`src/rtl/eq_gain_sequencer_if.sv`:
```
// Command and gain-bus bundle for the EQ gain sequencer.
// The "master" view belongs to the sequencer. It takes the user commands and drives
// the shared gain bus, the set strobes, busy and the exported table.
// The "slave" view is the opposite side: command source, biquads and display.
interface eq_gain_sequencer_if #(
    parameter int N_BANDS = 8
) ();
    localparam int BW = (N_BANDS > 1) ? $clog2(N_BANDS) : 1;

    // debounced single-cycle user commands
    logic                    i_band_next;
    logic                    i_band_prev;
    logic                    i_gain_up;
    logic                    i_gain_down;
    logic                    i_flat;

    // biquad-side gain/set handshake and status
    logic [BW-1:0]           o_band;
    logic [15:0]             o_gain;
    logic [N_BANDS-1:0]      o_set;
    logic                    o_busy;
    logic [16*N_BANDS-1:0]   o_gain_table;

    modport master (
        input  i_band_next, i_band_prev, i_gain_up, i_gain_down, i_flat,
        output o_band, o_gain, o_set, o_busy, o_gain_table
    );

    modport slave (
        output i_band_next, i_band_prev, i_gain_up, i_gain_down, i_flat,
        input  o_band, o_gain, o_set, o_busy, o_gain_table
    );
endinterface

```
`src/rtl/eq_gain_sequencer.sv`:
```
// EQ gain sequencer. It turns band-select, gain-step and flatten commands into
// per-biquad gain/set strobes and serialises every update.
// The biquads have no done flag, so each set strobe is followed by a fixed settle window.
// The design keeps the gain table and exports it for the display.
module eq_gain_sequencer #(
    parameter int N_BANDS       = 8,
    parameter int GAIN_MAX      = 12,
    parameter int GAIN_MIN      = -12,
    parameter int GAIN_STEP     = 1,
    parameter int SETTLE_CYCLES = 16
) (
    input  logic                  i_clk,
    input  logic                  i_rst,
    eq_gain_sequencer_if.master   bus
);
    localparam int BW = (N_BANDS > 1) ? $clog2(N_BANDS) : 1;
    localparam int CW = $clog2(SETTLE_CYCLES + 1);

    localparam logic [1:0] S_IDLE   = 2'd0;
    localparam logic [1:0] S_ISSUE  = 2'd1;
    localparam logic [1:0] S_SETTLE = 2'd2;
    localparam logic [1:0] S_FLAT   = 2'd3;

    localparam logic [BW-1:0]        L_LAST_BAND = BW'(N_BANDS - 1);
    localparam logic [CW-1:0]        L_LAST_CNT  = CW'(SETTLE_CYCLES - 1);
    localparam logic [N_BANDS-1:0]   L_ONE       = {{(N_BANDS-1){1'b0}}, 1'b1};
    localparam logic signed [17:0]   L_STEP      = 18'(GAIN_STEP);
    localparam logic signed [17:0]   L_MAX       = 18'(GAIN_MAX);
    localparam logic signed [17:0]   L_MIN       = 18'(GAIN_MIN);
    localparam logic signed [15:0]   L_MAX16     = 16'(GAIN_MAX);
    localparam logic signed [15:0]   L_MIN16     = 16'(GAIN_MIN);

    logic [1:0]              r_state;
    logic                    r_bcast;     // current ISSUE/SETTLE belongs to a flatten broadcast
    logic [BW-1:0]           r_band;
    logic [BW-1:0]           r_flat_idx;
    logic [CW-1:0]           r_cnt;
    logic signed [15:0]      r_gain;
    logic [N_BANDS-1:0]      r_set;
    logic signed [15:0]      r_table [N_BANDS];

    logic                    w_gain_inc;
    logic                    w_gain_dec;
    logic                    w_gain_both;
    logic signed [15:0]      w_cur;
    logic signed [17:0]      w_cand;
    logic signed [15:0]      w_new;
    logic                    w_changed;

    // Decode the gain command and compute the saturated candidate for the selected band.
    always_comb begin
        // NOTE: every always_comb output gets a default first, so no path can infer a latch.
        w_gain_inc  = bus.i_gain_up & ~bus.i_gain_down;
        w_gain_dec  = bus.i_gain_down & ~bus.i_gain_up;
        w_gain_both = bus.i_gain_up & bus.i_gain_down;
        w_cur       = r_table[r_band];
        w_cand      = {{2{w_cur[15]}}, w_cur};
        if (w_gain_inc) begin
            w_cand = w_cand + L_STEP;
        end else if (w_gain_dec) begin
            w_cand = w_cand - L_STEP;
        end
        if (w_cand > L_MAX) begin
            w_new = L_MAX16;
        end else if (w_cand < L_MIN) begin
            w_new = L_MIN16;
        end else begin
            w_new = w_cand[15:0];
        end
        w_changed = (w_new != w_cur);
    end

    // Sequencer FSM, gain table and output registers.
    always_ff @(posedge i_clk or posedge i_rst) begin
        if (i_rst) begin
            // NOTE: the table is only N_BANDS words and must read as zero after reset, so it is reset like any other register.
            for (int k = 0; k < N_BANDS; k++) begin
                r_table[k] <= '0;
            end
            r_state    <= S_FLAT;
            r_bcast    <= 1'b1;
            r_band     <= '0;
            r_flat_idx <= '0;
            r_cnt      <= '0;
            r_gain     <= '0;
            r_set      <= '0;
        end else begin
            // NOTE: all state updates use non-blocking assignments, so every branch reads the pre-edge values.
            case (r_state)
                S_IDLE: begin
                    if (bus.i_flat) begin
                        for (int k = 0; k < N_BANDS; k++) begin
                            r_table[k] <= '0;
                        end
                        r_flat_idx <= '0;
                        r_bcast    <= 1'b1;
                        r_state    <= S_FLAT;
                    end else if (w_gain_inc || w_gain_dec) begin
                        // A gain command outranks band commands. A saturated no-op produces no strobe.
                        if (w_changed) begin
                            r_table[r_band] <= w_new;
                            r_gain          <= w_new;
                            r_set           <= L_ONE << r_band;
                            r_bcast         <= 1'b0;
                            r_state         <= S_ISSUE;
                        end
                    end else if (!w_gain_both) begin
                        if (bus.i_band_next && !bus.i_band_prev) begin
                            r_band <= (r_band == L_LAST_BAND) ? '0 : r_band + 1'b1;
                        end else if (bus.i_band_prev && !bus.i_band_next) begin
                            r_band <= (r_band == '0) ? L_LAST_BAND : r_band - 1'b1;
                        end
                    end
                end
                S_ISSUE: begin
                    r_set   <= '0;
                    r_cnt   <= '0;
                    r_state <= S_SETTLE;
                end
                S_SETTLE: begin
                    if (r_cnt == L_LAST_CNT) begin
                        if (!r_bcast || r_flat_idx == L_LAST_BAND) begin
                            r_state <= S_IDLE;
                        end else begin
                            r_flat_idx <= r_flat_idx + 1'b1;
                            r_state    <= S_FLAT;
                        end
                    end else begin
                        r_cnt <= r_cnt + 1'b1;
                    end
                end
                S_FLAT: begin
                    r_gain  <= '0;
                    r_set   <= L_ONE << r_flat_idx;
                    r_state <= S_ISSUE;
                end
                default: begin
                    r_state <= S_IDLE;
                end
            endcase
        end
    end

    // Export the table packed for the display, band k at [16k+15:16k].
    for (genvar g = 0; g < N_BANDS; g++) begin : g_table
        assign bus.o_gain_table[16*g +: 16] = r_table[g];
    end

    assign bus.o_band = r_band;
    assign bus.o_gain = r_gain;
    assign bus.o_set  = r_set;
    assign bus.o_busy = (r_state != S_IDLE);

endmodule
```
`src/flat_wrapper.sv`:
```
// flat-port wrapper written by rule: the top's interface ports become plain ports
module eq_gain_sequencer_flat 
#(
    parameter int N_BANDS       = 8,
    parameter int GAIN_MAX      = 12,
    parameter int GAIN_MIN      = -12,
    parameter int GAIN_STEP     = 1,
    parameter int SETTLE_CYCLES = 16
)
  (i_clk, i_rst, bus_i_band_next, bus_i_band_prev, bus_i_gain_up, bus_i_gain_down, bus_i_flat, bus_o_band, bus_o_gain, bus_o_set, bus_o_busy, bus_o_gain_table);
  eq_gain_sequencer_if #(.N_BANDS(N_BANDS)) bus_i ();
  input  logic i_clk;
  input  logic i_rst;
  input wire logic [$bits(bus_i.i_band_next)-1:0] bus_i_band_next;
  input wire logic [$bits(bus_i.i_band_prev)-1:0] bus_i_band_prev;
  input wire logic [$bits(bus_i.i_gain_up)-1:0] bus_i_gain_up;
  input wire logic [$bits(bus_i.i_gain_down)-1:0] bus_i_gain_down;
  input wire logic [$bits(bus_i.i_flat)-1:0] bus_i_flat;
  output wire logic [$bits(bus_i.o_band)-1:0] bus_o_band;
  output wire logic [$bits(bus_i.o_gain)-1:0] bus_o_gain;
  output wire logic [$bits(bus_i.o_set)-1:0] bus_o_set;
  output wire logic [$bits(bus_i.o_busy)-1:0] bus_o_busy;
  output wire logic [$bits(bus_i.o_gain_table)-1:0] bus_o_gain_table;
  assign bus_i.i_band_next = bus_i_band_next;
  assign bus_i.i_band_prev = bus_i_band_prev;
  assign bus_i.i_gain_up = bus_i_gain_up;
  assign bus_i.i_gain_down = bus_i_gain_down;
  assign bus_i.i_flat = bus_i_flat;
  assign bus_o_band = bus_i.o_band;
  assign bus_o_gain = bus_i.o_gain;
  assign bus_o_set = bus_i.o_set;
  assign bus_o_busy = bus_i.o_busy;
  assign bus_o_gain_table = bus_i.o_gain_table;
  eq_gain_sequencer #(.N_BANDS(N_BANDS), .GAIN_MAX(GAIN_MAX), .GAIN_MIN(GAIN_MIN), .GAIN_STEP(GAIN_STEP), .SETTLE_CYCLES(SETTLE_CYCLES)) u_core (.i_clk(i_clk), .i_rst(i_rst), .bus(bus_i));
endmodule
```
`config.mk`:
```
export PLATFORM = sky130hd
export DESIGN_NAME = eq_gain_sequencer_flat
export DESIGN_NICKNAME = d
export VERILOG_FILES = /design/src/rtl/eq_gain_sequencer_if.sv /design/src/rtl/eq_gain_sequencer.sv /design/src/flat_wrapper.sv
export SDC_FILE = /design/constraint.sdc
export NUM_CORES = 1
export LEC_CHECK = 0
export ABC_AREA = 1
export CAP_MARGIN = 20
export CORE_ASPECT_RATIO = 0.6
export CORE_UTILIZATION = 32
export DETAILED_ROUTE_END_ITERATION = 10
export DONT_BUFFER_PORTS = 1
export SLEW_MARGIN = 5
export SYNTH_ARGS = -nofsm -noshare
export SYNTH_HDL_FRONTEND = slang
export SYNTH_SLANG_ARGS = --single-unit
```
`constraint.sdc`:
```
create_clock -name i_clk -period 7.5 [get_ports i_clk]
set_input_delay 1.5 -clock i_clk [delete_from_list [all_inputs] [get_ports i_clk]]
set_output_delay 1.5 -clock i_clk [all_outputs]
set_load 0.005 [all_outputs]
```
==> flow_metrics.env, run 1 <==
export IMPL_status="finished clean"
export IMPL_p_clk_frac=0.231
export IMPL_clk_latency_ps=450
export IMPL_postCtsSetupRepairBufs=0
export IMPL_nets=1363
export IMPL_grt_max_degree=101
export IMPL_p_comb_frac=0.481
export IMPL_endpoint_kind="register"
export IMPL_placed_area_sq_um=10100
export IMPL_diodes=0
export IMPL_post_route_period_util=0.703
export IMPL_ctsHoldBuffers=0
export IMPL_post_synth_instance_area_sq_um=9960
export IMPL_crit_arrival_ps=5600
export IMPL_cap_violations=0
export IMPL_p_seq_frac=0.288
export IMPL_irDropWorstVdd_mv=0.197
export IMPL_wirelength_um=33500
export IMPL_h_tree_depth=4
export IMPL_required_ps=7820
export IMPL_synth_largest_area_cell="dfrtp_1"
export IMPL_grt_pass1_wl_um=51200
export IMPL_slew_headroom=0.383
export IMPL_drtPass1Iterations=6
export IMPL_critical_path_startpoint_type="register"
export IMPL_die_area_sq_um=31900
export IMPL_syn_num_nets=1398
export IMPL_rsz0062_at_grt="no"
export IMPL_netlist_top_cells_area="dfrtp_1 (41%), nand2_1 (19%), nand3_1 (12%)"
export IMPL_fmax_mhz=190
export IMPL_grt_ovfl_total=0
export IMPL_synth_edff_count=0
export IMPL_p_sw_mw=1.95
export IMPL_path_clk_slew_ps=70
export IMPL_skew_ps=10.8
export IMPL_io_buffers=0
export IMPL_core_area_sq_um=30300
export IMPL_whs_ps=486
export IMPL_track_usage=0.212
export IMPL_die_x_um=230
export IMPL_final_max_slew_violation_count=0
export IMPL_die_h_um=139
export IMPL_synthArstFlopShare=1.00
export IMPL_ys_seq_elements=166
export IMPL_cts_sinks=166
export IMPL_start_util=0.329
export IMPL_boundaryPins=163
export IMPL_leakagePower_nw=5.95
export IMPL_worstSetupPathType="register to register"
export IMPL_syn_inst=1377
export IMPL_vias=8953
export IMPL_ant_nets=0
export IMPL_hold_path_class="register to register"
export IMPL_yosysSeqAreaShare=0.417
export IMPL_drive_gt1_frac=0.0937
export IMPL_first_global_vias=8180
export IMPL_yosysWarningCount=0
export IMPL_wl_per_cell_um=19.0
export IMPL_p_sw_frac=0.495
export IMPL_worst_slew_pin_slew_ps=926
export IMPL_synth_ff_type="dfrtp_1"
export IMPL_yosysTopAreaCellShare=0.409
export IMPL_cts_buffers=17
export IMPL_synthDistinctLibCells=47
export IMPL_hpwl_um=24800
export IMPL_rows=49
export IMPL_critPathMaxFanout=21
export IMPL_synth_area_per_cell_sq_um=7.23
export IMPL_setup_violations_final=0
export IMPL_fin_crit_ps=5270
export IMPL_hold_violations=0
export IMPL_drc=0
export IMPL_powerDensity_nw_per_um2=367
export IMPL_cts_tree="built"
export IMPL_fin_area_sq_um=10700
export IMPL_area_delta_synth_final_pct=7.44
export IMPL_tns_ps=0
export IMPL_cts_resized=0
export IMPL_internal_power_mw=1.99
export IMPL_final_core_util=0.353
export IMPL_viasPerCell=5.08
export IMPL_clockRootBuffer="clkbuf_16"
export IMPL_gp_congestion=0.945
export IMPL_antenna_found_initial=0
export IMPL_drtIter0Drc=1030
export IMPL_cts_buffer_depth=2
[sequential cells by signal (all words and copies together), names as in the netlist]
register and cells:
u_core.r_flat_idx 3, u_core.bus.o_gain 16, u_core.r_cnt 5, u_core.r_state 2, u_core.bus.o_set 8, u_core.bus.o_band 3
u_core.bus.o_gain_table 128, u_core.r_bcast 1
[power groups by stage]
stage	clock network [mW]	registers [mW]	logic (mW)
2_1_floorplan	0	1.08	1.49
3_3_place_gp	0	1.15	1.84
3_5_place_dp	0	1.15	1.85
4_1_cts	0.918	1.13	1.86
5_1_grt	0.955	1.15	2.09
6_report	0.909	1.13	1.89
[cell families (layout without fill, tap and decap cells)]
family,Yosys count,count (layout),share of synthesized area
compound gates,44,44,0.0264
flops,166,166,0.417
xor+xnor,11,11,0.00967
simple gates,920,920,0.424
mux,1,1,0.00100
fa+ha+maj,14,14,0.0176
buf+inv,221,199,0.104
[through the flow]
| step | power, mW | cells | worst slack [ps] |
|---|---|---|---|
| floorplan | 2.57 | 1377 | 1510 |
| global placement | 2.99 | 1731 | 2220 |
| detailed placement | 3.00 | 1731 | 2120 |
| CTS | 3.91 | 1763 | 2330 |
| global route | 4.19 | 1763 | 1760 |
| finish | 3.93 | 1763 | 2230 |
[layer usage]
metal  GRT usage  vias to the layer above  part of all wire
li1            -                     4261                 -
met1       0.309                     4279              0.47
met2       0.286                      383              0.40
met3      0.0845                       30              0.12
met4      0.0540                        0             0.015
met5           0                        -                 0
[area by class of cell]
class | instances | area [sq um]
Multi-Input combinational cell | 990 | 4770
Timing Repair Buffer | 7 | 52.6
Tap cell | 408 | 510
Sequential cell | 166 | 4160
Inverter | 160 | 613
Fill cell | 3251 | 19600
Clock inverter | 13 | 141
Clock buffer | 19 | 453
[cells in the final DEF (no fill, tap or decap), types with 3 or more instances in the layout]
cell       instances
clkinv_4           3
inv_6              5
o21ai_0           17
a22o_1             3
nand4_1           13
o21ai_1            3
inv_1            143
nand3_1          231
ha_1              14
nand4_4            8
xnor2_1            3
inv_2              9
nand2_2           33
clkbuf_16         17
dfstp_2            3
o211ai_1           4
buf_4              7
nand3b_1           3
xor2_1             8
a21oi_1           10
nor2_4            10
nor3_1             3
dfrtp_1          162
or2_1              3
nand2_4            5
nand2_1          490
nor2_1           103
nor2_2             8
clkinv_1           5
[cell usage after synthesis (2+ instances only)]
library cell and number:
or2_1 3, nand2_2 33, buf_2 14, o21ai_0 17, xnor2_1 3, nor2_4 10
nand4_1 13, nand3_1 231, nor2_1 103, o21ai_2 2, nor4_1 2, inv_1 144
nand2_4 4, dfrtp_1 163, nor2_8 2, nand3b_1 3, nor3_1 3, o211ai_1 4
nor2_2 8, o22ai_1 2, dfstp_2 3, nand4_4 8, a22o_1 3, nand2_1 491
ha_1 14, xor2_1 8, clkinv_1 5, clkbuf_1 13, inv_2 9, buf_1 7
buf_4 6, o21ai_1 3, buf_6 20, a21oi_1 10
[path summary, 6_finish.rpt]
check	start	end	slack (ps)	cells past startpoint
worst min register to register	u_core.r_bcast$_DFFE_PP1P_	u_core.r_bcast$_DFFE_PP1P_	490	2
max in group asynchronous	i_rst	u_core.bus.o_gain_table[119]$_DFFE_PP0P_	4920	2
worst min-delay path	u_core.r_bcast$_DFFE_PP1P_	u_core.r_bcast$_DFFE_PP1P_	490	2
worst max register to register	u_core.bus.o_band[2]$_DFFE_PP0P_	u_core.bus.o_gain_table[47]$_DFFE_PP0P_	2230	23
worst max-delay path	u_core.bus.o_band[2]$_DFFE_PP0P_	u_core.bus.o_gain_table[47]$_DFFE_PP0P_	2230	23
min in group asynchronous	i_rst	u_core.bus.o_gain_table[30]$_DFFE_PP0P_	1090	1
[critical path: stages, from the launching register on]
cell and delay (ps):
dfrtp_1 900, nand2_2 200, inv_2 260, nand3_1 100
nand2_1 90, nor2_2 80, inv_1 100, ha_1 180
nand2_1 70, nor2_1 160, nand2_1 140, nor2_4 190
nand4_1 120, nand2_2 460, clkinv_1 310, nand2_1 110
nand4_1 90, nor4_1 420, nand4_1 150, buf_4 250
nand4_4 230, nand2_2 150, nand2_2 290, nand2_1 100
Power figures use the tool's default switching activity.
==> run 2: changes to the inputs <==
==> constraint.sdc (replaced) <==
create_clock -name i_clk -period 5.1 [get_ports i_clk]
set_input_delay 1.02 -clock i_clk [delete_from_list [all_inputs] [get_ports i_clk]]
set_output_delay 1.02 -clock i_clk [all_outputs]
set_load 0.005 [all_outputs]
==> flow_metrics.env, run 2 (synthesis gave the netlist of run 1 again) <==
export IMPL_status="finished clean"
export IMPL_die_x_um=230
export IMPL_hold_violations=0
export IMPL_grt_ovfl_total=0
export IMPL_fmax_mhz=216
export IMPL_cap_violations=0
export IMPL_nets=1383
export IMPL_slew_headroom=0.444
export IMPL_start_util=0.329
export IMPL_first_global_vias=8379
export IMPL_rows=49
export IMPL_powerDensity_nw_per_um2=544
export IMPL_leakagePower_nw=6.05
export IMPL_layout_commonest_cell="nand2_1"
export IMPL_grt_pass1_wl_um=53000
export IMPL_core_area_sq_um=30300
export IMPL_wl_per_cell_um=19.2
export IMPL_fin_cells=1783
export IMPL_clockRootBuffer="clkbuf_16"
export IMPL_crit_arrival_ps=4960
export IMPL_slowest_stage="dfrtp_2"
export IMPL_critical_path_startpoint_type="register"
export IMPL_cts_tree="built"
export IMPL_grt_max_degree=93
export IMPL_cp_common_cell="nand2_1"
export IMPL_nFillCells=3241
export IMPL_area_delta_synth_final_pct=9.35
export IMPL_fin_area_sq_um=10900
export IMPL_setup_violations_final=0
export IMPL_worstSetupPathType="register to register"
export IMPL_endpoint_kind="register"
export IMPL_skew_ps=13.3
export IMPL_whs_ps=452
export IMPL_final_max_slew_violation_count=0
export IMPL_hold_path_class="primary input to async pin"
export IMPL_placed_area_sq_um=10300
export IMPL_drive_gt1_frac=0.109
export IMPL_viasPerCell=5.05
export IMPL_cts_sinks=166
export IMPL_io_buffers=0
export IMPL_irDropWorstVdd_mv=0.274
export IMPL_postCtsSetupRepairBufs=0
export IMPL_largest_reg_flops=128
export IMPL_r2r_setup_slack_ps=460
export IMPL_place_inst=1751
export IMPL_drtIter0Drc=1147
export IMPL_die_area_sq_um=31900
export IMPL_worst_r2r_cell_count=29
export IMPL_hpwl_um=25900
export IMPL_path_clk_slew_ps=70
export IMPL_gp_congestion=0.933
export IMPL_die_h_um=139
export IMPL_worst_slew_pin_slew_ps=834
export IMPL_wirelength_um=34200
export IMPL_cts_buffer_depth=2
export IMPL_clk_latency_ps=460
export IMPL_diodes=0
export IMPL_h_tree_depth=4
export IMPL_cts_buffers=17
export IMPL_post_route_period_util=0.910
export IMPL_boundaryPins=163
export IMPL_r2r_end="u_core.bus.o_gain_table[109]$_DFFE_PP0P_"
export IMPL_layout_common_cells="nand2_1 (489), nand3_1 (231), dfrtp_1 (160), inv_1 (143), nor2_1 (103)"
export IMPL_tns_ps=0
export IMPL_critical_path_max_stage_delay_ps=630
export IMPL_track_usage=0.220
export IMPL_vias=9010
export IMPL_rsz0062_at_grt="no"
export IMPL_critPathMaxFanout=12
export IMPL_drtPass1Iterations=6
export IMPL_rr_startpoint="u_core.bus.o_band[2]$_DFFE_PP0P_"
export IMPL_antenna_found_initial=0
export IMPL_required_ps=5420
export IMPL_ant_nets=0
export IMPL_drc=0
export IMPL_fin_crit_ps=4640
## run 2: cell count changes in the layout (fill, tap and decap cells not counted), moves of 2 or more
cell,before,now
clkinv_4,3,1
dfrtp_2,1,3
buf_12,0,3
clkinv_2,1,3
dfrtp_1,162,160
buf_4,7,24
## run 2: repair_timing
action                                  in CTS  in global routing
resized for setup                            0                  4
endpoints found under the setup margin       0                146
hold buffers                                 0                  0
## run 2: routing by layer
metal	wire length [um]	global-route usage
met5	0	0
met2	13600	0.296
met3	4410	0.0948
met1	15800	0.319
met4	420	0.0484
## run 2: critical path: cells and delay by family (launching register included)
| family | cells | cell delay (ps) |
|---|---|---|
| flops | 1 | 630 |
| simple gates | 24 | 3080 |
| buf+inv | 4 | 600 |
| fa+ha+maj | 1 | 180 |
## run 2: area by class of cell
cell class | instances | area, sq um | share of cell area
Timing Repair Buffer | 27 | 240 | 0.0221
Sequential cell | 166 | 4160 | 0.382
Multi-Input combinational cell | 990 | 4770 | 0.438
Tap cell | 408 | 510 | 0.0469
Clock inverter | 13 | 139 | 0.0128
Clock buffer | 19 | 453 | 0.0416
Inverter | 160 | 613 | 0.0563
## run 2: power breakdown
part	switching, mW	internal [mW]	total [mW]
combinational	2.11	0.807	2.92
sequential	0.215	1.46	1.68
clock	0.613	0.715	1.33
total	2.94	2.99	5.93
## run 2: worst max path at each step
| stage | startpoint | endpoint | slack, ps | cells after the start |
|---|---|---|---|---|
| 3_5_place_dp | u_core.bus.o_band[2]$_DFFE_PP0P_ | u_core.bus.o_gain[6]$_DFFE_PP0P_ | 200 | 29 |
| 2_1_floorplan | bus_i_gain_down | u_core.bus.o_gain[15]$_DFFE_PP0P_ | 1280 | 28 |
| 3_3_place_gp | u_core.bus.o_band[2]$_DFFE_PP0P_ | u_core.bus.o_gain[5]$_DFFE_PP0P_ | 230 | 29 |
| 4_1_cts | u_core.bus.o_band[2]$_DFFE_PP0P_ | u_core.bus.o_gain[6]$_DFFE_PP0P_ | 170 | 29 |
| 5_1_grt | u_core.bus.o_band[2]$_DFFE_PP0P_ | u_core.bus.o_gain[14]$_DFFE_PP0P_ | 70 | 32 |
| 6_report | u_core.bus.o_band[2]$_DFFE_PP0P_ | u_core.bus.o_gain_table[109]$_DFFE_PP0P_ | 460 | 29 |
## run 2: per-stage QoR
stage / setup WS [ps] / total power [mW] / util
6_report: 461 / 5.93 / 0.360
5_1_grt: 72.3 / 6.33 / 0.360
4_1_cts: 174 / 5.88 / 0.359
3_5_place_dp: 199 / 4.55 / 0.340
3_3_place_gp: 232 / 4.56 / 0.340
2_1_floorplan: 1280 / 3.78 / -
==> run 3: changes to the inputs <==
--- a/config.mk
+++ b/config.mk
@@ -8,9 +8,11 @@
 export ABC_AREA = 1
 export CAP_MARGIN = 20
 export CORE_ASPECT_RATIO = 0.6
-export CORE_UTILIZATION = 32
+export CORE_UTILIZATION = 58
+export CTS_CLUSTER_DIAMETER = 60
 export DETAILED_ROUTE_END_ITERATION = 10
 export DONT_BUFFER_PORTS = 1
+export PLACE_DENSITY_LB_ADDON = 0.3
 export SLEW_MARGIN = 5
 export SYNTH_ARGS = -nofsm -noshare
 export SYNTH_HDL_FRONTEND = slang
==> flow_metrics.env, run 3 (synthesis gave the netlist of run 1 again) <==
export IMPL_rsz0062_at_grt="no"
export IMPL_irDropWorstVdd_mv=0.303
export IMPL_drtIter0Drc=1142
export IMPL_required_ps=5470
export IMPL_first_global_vias=8326
export IMPL_layout_commonest_cell="nand2_1"
export IMPL_layout_common_cells="nand2_1 (490), nand3_1 (231), dfrtp_1 (161), inv_1 (143), nor2_1 (103)"
export IMPL_ctsHoldBuffers=0
export IMPL_final_core_util=0.646
export IMPL_cts_tree="built"
export IMPL_setup_violations_final=0
export IMPL_power_total_mw=5.92
export IMPL_slew_headroom=0.388
export IMPL_core_area_sq_um=16500
export IMPL_leakagePower_nw=6.04
export IMPL_worstSetupPathType="register to register"
export IMPL_diodes=0
export IMPL_area_delta_synth_final_pct=6.97
export IMPL_powerDensity_nw_per_um2=555
export IMPL_largest_reg_flops=128
export IMPL_gp_congestion=1.01
export IMPL_drive_gt1_frac=0.101
export IMPL_cts_sinks=166
export IMPL_hpwl_um=21300
export IMPL_viasPerCell=5.71
export IMPL_boundaryPins=163
export IMPL_status="finished clean"
export IMPL_place_inst=1562
export IMPL_ant_nets=0
export IMPL_nets=1374
export IMPL_slowest_stage="dfrtp_1"
export IMPL_die_x_um=171
export IMPL_crit_arrival_ps=5070
export IMPL_crit_family="simple AND/OR/NAND/NOR gates"
export IMPL_grt_ovfl_total=0
export IMPL_io_buffers=0
export IMPL_cap_violations=0
export IMPL_drc=0
export IMPL_critical_path_max_stage_delay_ps=660
export IMPL_fin_crit_ps=4700
export IMPL_grt_pass1_wl_um=47200
export IMPL_start_util=0.604
export IMPL_wirelength_um=29500
export IMPL_cts_buffer_depth=2
export IMPL_die_area_sq_um=17700
export IMPL_vias=9108
export IMPL_endpoint_kind="register"
export IMPL_cp_common_cell="nand2_1"
export IMPL_critPathMaxFanout=17
export IMPL_skew_ps=11.6
export IMPL_tns_ps=0
export IMPL_grt_max_degree=167
export IMPL_critical_path_startpoint_type="register"
export IMPL_clockRootBuffer="clkbuf_16"
export IMPL_h_tree_depth=4
export IMPL_clk_latency_ps=440
export IMPL_critPathBufInv=4
export IMPL_die_h_um=104
export IMPL_path_clk_slew_ps=70
export IMPL_cts_buffers=17
export IMPL_hold_violations=0
export IMPL_final_max_slew_violation_count=0
export IMPL_wl_per_cell_um=18.5
export IMPL_hold_path_class="register to register"
export IMPL_postCtsSetupRepairBufs=0
export IMPL_antenna_found_initial=0
export IMPL_fmax_mhz=213
export IMPL_track_usage=0.348
export IMPL_fin_cells=1594
export IMPL_post_route_period_util=0.921
export IMPL_worst_slew_pin_slew_ps=918
export IMPL_rows=36
export IMPL_drtPass1Iterations=8
-- run 3: cell types whose count changed in the layout (fill, tap and decap cells not counted), moves of 2 or more --
cell,before,now
inv_8,2,4
clkinv_2,3,1
buf_4,24,15
bufinv_16,1,4
inv_6,6,4
-- run 3: layer usage --
metal  part of all wire  wire length [um]  global-route usage  up-vias
met5                  0                 0                   0        -
li1                   -                 -                   -     4281
met1               0.44             13000               0.517     4279
met2               0.39             11500               0.449      492
met4              0.022               648               0.100        0
met3               0.15              4290               0.152       56
-- run 3: per-stage QoR --
step,cell area (sq um),hold slack [ps],setup slack (ps)
finish,10700,492,403
global route,10700,528,26.2
CTS,10700,491,468
detailed placement,10000,466,504
global placement,10000,464,487
floorplan,9960,450,1280
-- run 3: power breakdown --
part	internal [mW]	switching [mW]	total, mW
combinational	0.796	2.02	2.82
clock	0.853	0.590	1.44
sequential	1.46	0.192	1.66
-- run 3: final cells by class --
cell class,count,area [sq um]
fillers,1461,5830
multi-input cells,990,4770
flip-flops and latches,166,4160
inverters,160,613
clock buffers,19,443
well taps,228,285
clock inverters,13,209
repair buffers,18,173
-- run 3: worst register-to-register path: cells and delay by family (launching register included) --
family | cells | cell delay [ps]
buf+inv | 4 | 890
flops | 1 | 660
simple gates | 23 | 3050
-- run 3: final timing paths --
kind | start | endpoint | slack [ps] | depth (start not counted)
max | u_core.bus.o_band[2]$_DFFE_PP0P_ | u_core.bus.o_gain_table[9]$_DFFE_PP0P_ | 400 | 27
min | u_core.r_cnt[3]$_DFFE_PP0P_ | u_core.r_cnt[3]$_DFFE_PP0P_ | 490 | 1
max reg2reg | u_core.bus.o_band[2]$_DFFE_PP0P_ | u_core.bus.o_gain_table[9]$_DFFE_PP0P_ | 400 | 27
min reg2reg | u_core.r_cnt[3]$_DFFE_PP0P_ | u_core.r_cnt[3]$_DFFE_PP0P_ | 490 | 1
max in group asynchronous | i_rst | u_core.bus.o_band[1]$_DFFE_PP0P_ | 3700 | 2
min in group asynchronous | i_rst | u_core.bus.o_gain_table[88]$_DFFE_PP0P_ | 640 | 2
-- run 3: what timing repair did --
action	CTS	global route
gates resized for setup	0	2
endpoints found under the hold margin	0	0
endpoints found under the setup margin	0	83
